## src/rtl/bcd_pkg.sv

```systemverilog
`default_nettype none
// ============================================================================
//  Module      : bcd_pkg
//  Description : Shared BCD types, constants and helper functions.
//  Revision    : 1.0 - initial release
// ============================================================================
package bcd_pkg;

    localparam int DIGIT_W = 4;

    typedef enum logic [1:0] {
        IDLE  = 2'd0,
        SHIFT = 2'd1,
        DONE  = 2'd2
    } b2b_state_t;

    function automatic logic is_valid_bcd_digit(input logic [DIGIT_W-1:0] digit);
        return (digit <= 4'd9);
    endfunction

    // Constant-evaluable 10**n, used for the width sanity check at elaboration.
    function automatic longint unsigned pow10(input int n);
        longint unsigned acc;
        acc = 64'd1;
        for (int i = 0; i < n; i++) begin
            acc = acc * 64'd10;
        end
        return acc;
    endfunction

endpackage
`default_nettype wire

```

## src/rtl/bcd_digit_adjust.sv

```systemverilog
`default_nettype none
// ============================================================================
//  Module      : bcd_digit_adjust
//  Description : Reverse double-dabble digit correction (subtract 3 if >= 8).
//  Revision    : 1.0 - initial release
// ============================================================================
module bcd_digit_adjust
    import bcd_pkg::*;
(
    input  logic [DIGIT_W-1:0] i_digit,
    output logic [DIGIT_W-1:0] o_digit
);

    // Only applied to 8..15, so the 4-bit subtract cannot underflow.
    assign o_digit = (i_digit >= 4'd8) ? (i_digit - 4'd3) : i_digit;

endmodule
`default_nettype wire

```

## src/rtl/bcd_to_bin.sv

```systemverilog
`default_nettype none
// ============================================================================
//  Module      : bcd_to_bin
//  Description : Iterative packed-BCD to binary converter, one bit per clock.
//  Revision    : 1.0 - initial release
// ============================================================================
module bcd_to_bin
    import bcd_pkg::*;
#(
    parameter int DIGITS = 4,
    parameter int BIN_W  = 14
) (
    input  logic                      clk,
    input  logic                      reset,
    input  logic                      start,
    input  logic [DIGIT_W*DIGITS-1:0] bcd_in,
    output logic                      busy,
    output logic                      done,
    output logic [BIN_W-1:0]          bin_out,
    output logic                      bcd_error
);

    localparam int                 c_BCD_W = DIGIT_W * DIGITS;
    localparam int                 c_CNT_W = (BIN_W > 1) ? $clog2(BIN_W) : 1;
    localparam logic [c_CNT_W-1:0] c_LAST  = c_CNT_W'(BIN_W - 1);

    if ((BIN_W < 63) && ((64'd1 << BIN_W) < pow10(DIGITS))) begin : g_width_check
        $error("bcd_to_bin: BIN_W is too narrow for DIGITS decimal digits");
    end

    b2b_state_t         r_state_q,     w_state_d;
    logic [c_CNT_W-1:0] r_cnt_q,       w_cnt_d;
    logic [c_BCD_W-1:0] r_bcd_q,       w_bcd_d;
    logic [BIN_W-1:0]   r_bin_q,       w_bin_d;
    logic               r_busy_q,      w_busy_d;
    logic               r_done_q,      w_done_d;
    logic [BIN_W-1:0]   r_bin_out_q,   w_bin_out_d;
    logic               r_bcd_error_q, w_bcd_error_d;

    logic [c_BCD_W-1:0] w_bcd_shift;
    logic [c_BCD_W-1:0] w_bcd_adj;
    logic [BIN_W-1:0]   w_bin_shift;
    logic               w_in_valid;

    // The BCD LSB falls into the MSB of the binary half of the shift pair.
    assign w_bcd_shift = r_bcd_q >> 1;
    assign w_bin_shift = {r_bcd_q[0], r_bin_q[BIN_W-1:1]};

    for (genvar g = 0; g < DIGITS; g++) begin : g_adjust
        bcd_digit_adjust u_adjust (
            .i_digit (w_bcd_shift[g*DIGIT_W +: DIGIT_W]),
            .o_digit (w_bcd_adj[g*DIGIT_W +: DIGIT_W])
        );
    end

    always_comb begin
        w_in_valid = 1'b1;
        for (int i = 0; i < DIGITS; i++) begin
            if (!is_valid_bcd_digit(bcd_in[i*DIGIT_W +: DIGIT_W])) begin
                w_in_valid = 1'b0;
            end
        end
    end

    always_comb begin
        w_state_d     = r_state_q;
        w_cnt_d       = r_cnt_q;
        w_bcd_d       = r_bcd_q;
        w_bin_d       = r_bin_q;
        w_bin_out_d   = r_bin_out_q;
        w_bcd_error_d = r_bcd_error_q;

        case (r_state_q)
            IDLE, DONE: begin
                w_state_d = IDLE;
                if (start) begin
                    if (w_in_valid) begin
                        w_bcd_d   = bcd_in;
                        w_bin_d   = '0;
                        w_cnt_d   = '0;
                        w_state_d = SHIFT;
                    end else begin
                        w_bin_out_d   = '0;
                        w_bcd_error_d = 1'b1;
                        w_state_d     = DONE;
                    end
                end
            end
            SHIFT: begin
                w_bcd_d = w_bcd_adj;
                w_bin_d = w_bin_shift;
                w_cnt_d = r_cnt_q + c_CNT_W'(1);
                if (r_cnt_q == c_LAST) begin
                    w_cnt_d       = '0;
                    w_bin_out_d   = w_bin_shift;
                    w_bcd_error_d = 1'b0;
                    w_state_d     = DONE;
                end
            end
            default: begin
                w_state_d = IDLE;
            end
        endcase

        // Status flags are registered copies of the state being entered.
        w_busy_d = (w_state_d == SHIFT);
        w_done_d = (w_state_d == DONE);
    end

    always_ff @(posedge clk or posedge reset) begin
        if (reset) begin
            r_state_q     <= IDLE;
            r_cnt_q       <= '0;
            r_bcd_q       <= '0;
            r_bin_q       <= '0;
            r_busy_q      <= 1'b0;
            r_done_q      <= 1'b0;
            r_bin_out_q   <= '0;
            r_bcd_error_q <= 1'b0;
        end else begin
            r_state_q     <= w_state_d;
            r_cnt_q       <= w_cnt_d;
            r_bcd_q       <= w_bcd_d;
            r_bin_q       <= w_bin_d;
            r_busy_q      <= w_busy_d;
            r_done_q      <= w_done_d;
            r_bin_out_q   <= w_bin_out_d;
            r_bcd_error_q <= w_bcd_error_d;
        end
    end

    assign busy      = r_busy_q;
    assign done      = r_done_q;
    assign bin_out   = r_bin_out_q;
    assign bcd_error = r_bcd_error_q;

endmodule
`default_nettype wire

```

## config.mk

```make
export PLATFORM = sky130hd
export DESIGN_NAME = bcd_to_bin
export DESIGN_NICKNAME = d
export VERILOG_FILES = /design/src/rtl/bcd_pkg.sv /design/src/rtl/bcd_digit_adjust.sv /design/src/rtl/bcd_to_bin.sv
export SDC_FILE = /design/constraint.sdc
export NUM_CORES = 1
export LEC_CHECK = 0
export CAP_MARGIN = 5
export CORE_ASPECT_RATIO = 1.5
export CORE_UTILIZATION = 60
export CTS_BUF_LIST = sky130_fd_sc_hd__clkbuf_4
export CTS_CLUSTER_SIZE = 14
export DETAILED_ROUTE_END_ITERATION = 10
export GPL_TIMING_DRIVEN = 0
export PLACE_DENSITY = 0.95
export SYNTH_ARGS = -nofsm -noshare
export SYNTH_HDL_FRONTEND = slang
export SYNTH_HIERARCHICAL = 1
export SYNTH_SLANG_ARGS = --single-unit
```

## constraint.sdc

```tcl
create_clock -name clk -period 4.35 [get_ports clk]
set_input_delay 0.87 -clock clk [delete_from_list [all_inputs] [get_ports clk]]
set_output_delay 0.87 -clock clk [all_outputs]
set_load 0.005 [all_outputs]
```

==> summary.md <==
| Metric | Value |
|---|---|
| Status | `finished, final reports clean` |
| Skew final | `0.0112 ns` |
| Setup TNS | `0 ns` |
| Nets | `between 200 and 300` |
| Wire per inst | `between 15 and 20 um` |
| Slew Limit Fails | `0` |
| Largest net degree at the start of global routing | `41` |
| Tmin final | `2.33 ns` |
| Synth warn | `6` |
| Worst path cell trace | `clkdlybuf4s50_1, o21ai_1, nand4_2, buf_2, or3_1, o221a_2` |
| Area occupied by multi-input gates | `1060 um2` |
| Wirelength, routed | `5.01 mm` |
| Longest Clk Path Bufs | `2` |
| CTS Root Cell | `clkbuf_4` |
| Commonest non-fill, non-tap cell in the layout | `dfrtp_1` |
| Ant diodes | `0` |
| Critical path data arrival time | `2.60 ns` |
| Crit path max fanout | `10` |
| Fill cells | `between 200 and 300` |
| CTS Buf Count | `5` |
| Period utilization | `53.6%` |
| Die span in x | `about 54 um` |
| Via count | `1785` |
| CTS sink count | `52` |
| DIE AREA | `4360 um2` |
| Core area | `about 4000 um2` |
| MaxCap Viol Count | `0` |
| I/O Buffers | `35` |
| VDD IR-drop max | `0.390 mV` |
| Buffer count from post-CTS setup fixing | `0` |
| Pwr Density | `455 nW/um2` |
| Fin area | `2950 um2` |
| DRC Markers | `0` |
| TritonRoute pass-1 iters | `4` |
| Startpoint types | `input pin` |
| Fmax | `0.429 GHz` |
| Worst Path Required | `4.62 ns` |
| Worst-skew pair later-pin latency | `0.37 ns` |
| RSZ-0062 raised after global routing | `false` |
| Leak pwr | `between 0.001 and 0.0015 uW` |
| Synth Area per Inst | `around 12 um2` |
| Final setup vio count | `0` |
| Sequential cell area | `1300 um2` |
| Routed vias/inst | `~5.9` |
| Post-CTS Hold Buffers | `0` |
| Routability cong. | `0.857` |
| Final hold violation count | `0` |
| Post-synth EDFFs | `0` |
| Share of layout cells above drive strength 1 | `13.3%` |
| I/O pin cnt | `36` |
| WS Path Type | `in -> reg` |
| Sequential area share after synthesis | `between 50 and 60%` |
| Post-synth cell types | `34` |
| Async SR Flop Fraction | `100%` |
| Cells after synthesis | `about 210` |
| Detailed Route Iter0 Violations | `60` |
| Starting Density | `62.6%` |
| # resized after CTS | `0` |
| Clock Pin Slew Worst Setup and Hold Paths | `0.14 ns` |
| CTS tree | `built` |
| Gr usage total | `roughly a quarter` |
| Slowest-stage cell, CP | `clkdlybuf4s50_1` |
| Worst Setup End Kind | `flip-flop` |
| Netlist Area Pre-Place | `2450 um2` |
| Global-route wire length before repair | `8.25 mm` |
| Grt ovf | `0` |
| Most frequent cells in the layout | `dfrtp_1 (52), clkdlybuf4s50_1 (35), a22o_1 (27)` |
| Area grow syn2layout | `20.0%` |
| Core Rows | `28` |
| H-tree Lvls | `2` |
| Initial antenna violation count | `0` |
| Most used flip-flop cell after synthesis | `dfrtp_1` |
| Vias in the first global route | `1791` |
| Yosys reg bits | `52` |
| Hold Crit Class | `reg -> reg` |
| CP max stage delay | `about 0.41 ns` |
| Final HPWL DP | `3.57 mm` |
| Placed cell area | `~2900 um2` |
| Total chip power | `1340 uW` |
| Die H | `80.3 um` |
| Antenna-violating nets left | `0` |
worst max-delay path, delay by kind of cell:
kind                   cells  cell delay, ns
AND/OR/NAND/NOR            2            0.62
AO/OA/AOI/OAI              2            0.44
buffers and inverters      2            0.67
cells in the mapped netlist, drive strengths merged (3+ instances only):
| library cell | n | area (um2) |
|---|---|---|
| o21ai | 15 | 90.1 |
| a22o | 27 | 236 |
| inv | 13 | 48.8 |
| o221a | 16 | 180 |
| xnor2 | 4 | 35.0 |
| o21a | 3 | 22.5 |
| nor2b | 5 | 31.3 |
| or3 | 12 | 75.1 |
| buf | 8 | 51.3 |
| nand2 | 7 | 26.3 |
| clkbuf | 3 | 11.3 |
| ha | 10 | 125 |
| nand2b | 11 | 68.8 |
| dfrtp | 52 | 1300 |
| a21oi | 4 | 20.0 |
| xor2 | 4 | 35.0 |
state kept, by name, indices dropped and copies added (netlist names):
name	cells
r_cnt_q	4
bcd_error	1
busy	1
r_bin_q	13
r_bcd_q	16
done	1
bin_out	14
r_state_q	2
final timing paths:
kind,to,slack (ns),depth (start not counted),start
worst max-delay path,r_bcd_q[1],2.02,6,bcd_in[2]
worst min-delay path,bin_out[4],0.52,1,bin_out[4]
worst max register to register,bin_out[13],2.71,6,r_state_q[0]
worst min register to register,bin_out[4],0.52,1,bin_out[4]
max in group asynchronous,bcd_error,3.09,3,reset
min in group asynchronous,r_bcd_q[3],0.76,2,reset
stage by stage:
step           setup WS (ns)  instances  util [%]  hold WS, ns
6_report                2.02        301      75.1        0.517
4_1_cts                 2.04        301      75.1        0.519
3_3_place_gp            1.37        293      73.3        0.486
2_1_floorplan           2.22        213         -        0.466
5_1_grt                 1.94        301      75.1        0.532
3_5_place_dp            1.66        294      73.8        0.481
power breakdown:
group          switching, uW  internal [uW]
sequential               131            588
clock                    142           66.2
combinational            181            232
total                    454            885
per-layer routing:
layer  up-vias  track usage (%)  share of wire [%]
li1        855                -                  -
met4         0             8.97                1.9
met2        47             42.8                 52
met3         9             5.49                3.9
met1       874             32.8                 42
met5         -                0                  0
final cells by class:
type / count / area share [%]
Sequential cell: 52 / 44.2
Buffer: 11 / 2.12
Tap cell: 45 / 1.91
Clock buffer: 6 / 1.53
Inverter: 13 / 1.66
Clock inverter: 1 / 0.170
Timing Repair Buffer: 36 / 12.6
Multi-Input combinational cell: 137 / 35.9
cell families (layout without fill, tap and decap cells):
kind of cell / Yosys count / after routing / synth area share [%]
flops: 52 / 52 / 53.0
simple gates: 44 / 44 / 10.4
xor+xnor: 8 / 8 / 2.85
other cells: 1 / 5 / 0.153
mux: 1 / 1 / 0.408
buf+inv: 24 / 67 / 4.54
fa+ha+maj: 10 / 10 / 5.10
compound gates: 69 / 69 / 23.5
Power figures use the tool's default switching activity.
==> patch (config.mk and constraints unchanged) <==
Encoding of `b2b_state_t`: now one-hot (3 bits for 3 states).
--- a/src/rtl/bcd_pkg.sv
+++ b/src/rtl/bcd_pkg.sv
@@ -8,10 +8,10 @@
 
     localparam int DIGIT_W = 4;
 
-    typedef enum logic [1:0] {
-        IDLE  = 2'd0,
-        SHIFT = 2'd1,
-        DONE  = 2'd2
+    typedef enum logic [2:0] {
+        IDLE  = 3'b001,
+        SHIFT = 3'b010,
+        DONE  = 3'b100
     } b2b_state_t;
 
     function automatic logic is_valid_bcd_digit(input logic [DIGIT_W-1:0] digit);
Behaviour: no difference found for any inputs over 10 cycles, from zero or initial values and one cycle with reset high; not proved beyond that.
==> patch against the original RTL <==
  * Synthesized cell count increased by 17%
  * Sequential cell count increased by 1
  * Register-to-register slack got worse by 0.15 ns
  * Power increased by 19%
  * Critical endpoint is now bin_out[1]$_DFFE_PP0P_
  * Design area up 7.0%
  * Non-clock buffer count grew 4
  * Area after synthesis rose by 7.1%
  * Wire length grew 13%
  * Utilization is 0.21 points lower
  * Setup slack lost 0.00052 ns
  * Largest power group unchanged
  * Die area rose by 6.9%
  * First-iteration DRC count up 48%
==> patch: results (changes against the original RTL) <==
- Hold Crit Start: bin_out[8]$_DFFE_PP0P_ (was bin_out[4]$_DFFE_PP0P_)
- Worst reg2reg path depth: 7 (was 6)
- Setup Skew: 0.02319 ns (was 0.01125 ns)
- HPWL Detailed: 4014 microns (was 3575 microns)
- Top post-synthesis cells by count: dfrtp_1 (52), a22o_1 (27), o21ai_1 (22) (was dfrtp_1 (52), a22o_1 (27), o221a_2 (12), or3_1 (12))
- Seq/Total Area, Yosys: 0.5050 (was 0.5301)
- Seq_cells: 53 (was 52)
- First-pass GRT wire length: 9404 microns (was 8252 microns)
- WL met1: 2358 microns (was 2118 microns)
- Critical path destination: bin_out[1]$_DFFE_PP0P_ (was r_bcd_q[1]$_DFFE_PP0P_)
- Fillers: 291 (was 274)
- Critical path's largest stage delay: 0.43 ns (was 0.41 ns)
- Inverters: 14 (was 13)
- Data buffer area share: 0.1524 (was 0.1469)
- Library cells used by synthesis: 40 (was 34)
- Status: completed (unchanged)
- Multi-input logic portion of the cell area: 0.3660 (was 0.3588)
- WHS: 0.5215 ns (was 0.5168 ns)
- Share of layout cells above drive strength 1: 0.1164 (was 0.1328)
- Comb_multi_in: 166 (was 137)
- Leak: 1.470 nW (was 1.315 nW)
- Post-route setup slack: 2.020 ns (about the same)
- Worst R2R Start: r_cnt_q[1]$_DFFE_PP0P_ (was r_state_q[0]$_DFF_PP0_)
- Met3 WL post-DR: 314 microns (was 194 microns)
- Overall Global Routing Usage: 0.2559 (was 0.2599)
- Seq area share: 0.4212 (was 0.4416)
- Met1 GRT Util: 0.3438 (was 0.3283)
- Dpl ws: 1.659 ns (was 1.657 ns)
- Post-layout net count: 320 (was 285)
- Met3 Track Usage GR: 0.06075 (was 0.05492)
- WL/cell: 16.73 microns (was 16.64 microns)
[patch: cell count changes after synthesis, sizes merged, moves of 2 or more]
cell / change
o221a: -16
o21ai: +12
nand2: -2
a31oi: +15
nor2: +17
or3: -12
a21oi: +18
nand2b: -6
buf: +4
o21a: -3
[patch: logic make-up after synthesis]
| logic type | synth area share |
|---|---|
| buf+inv | 0.06187 |
| flops | 0.5050 |
| compound gates | 0.2527 |
| other cells | 0.001427 |
| fa+ha+maj | 0.04760 |
| xor+xnor | 0.03284 |
| simple gates | 0.09425 |
| mux | 0.004283 |
[patch: metrics by stage]
stage | cells | area (sq um)
after global routing | 338 | 3152
after detailed placement | 330 | 3072
after global placement | 329 | 3052
after floorplan | 248 | 2644
after CTS | 338 | 3152
final | 338 | 3152
[patch: where the power goes]
part	internal (mW)	switching, mW
logic	0.260	0.305
registers	0.613	0.141
clock network	0.127	0.153
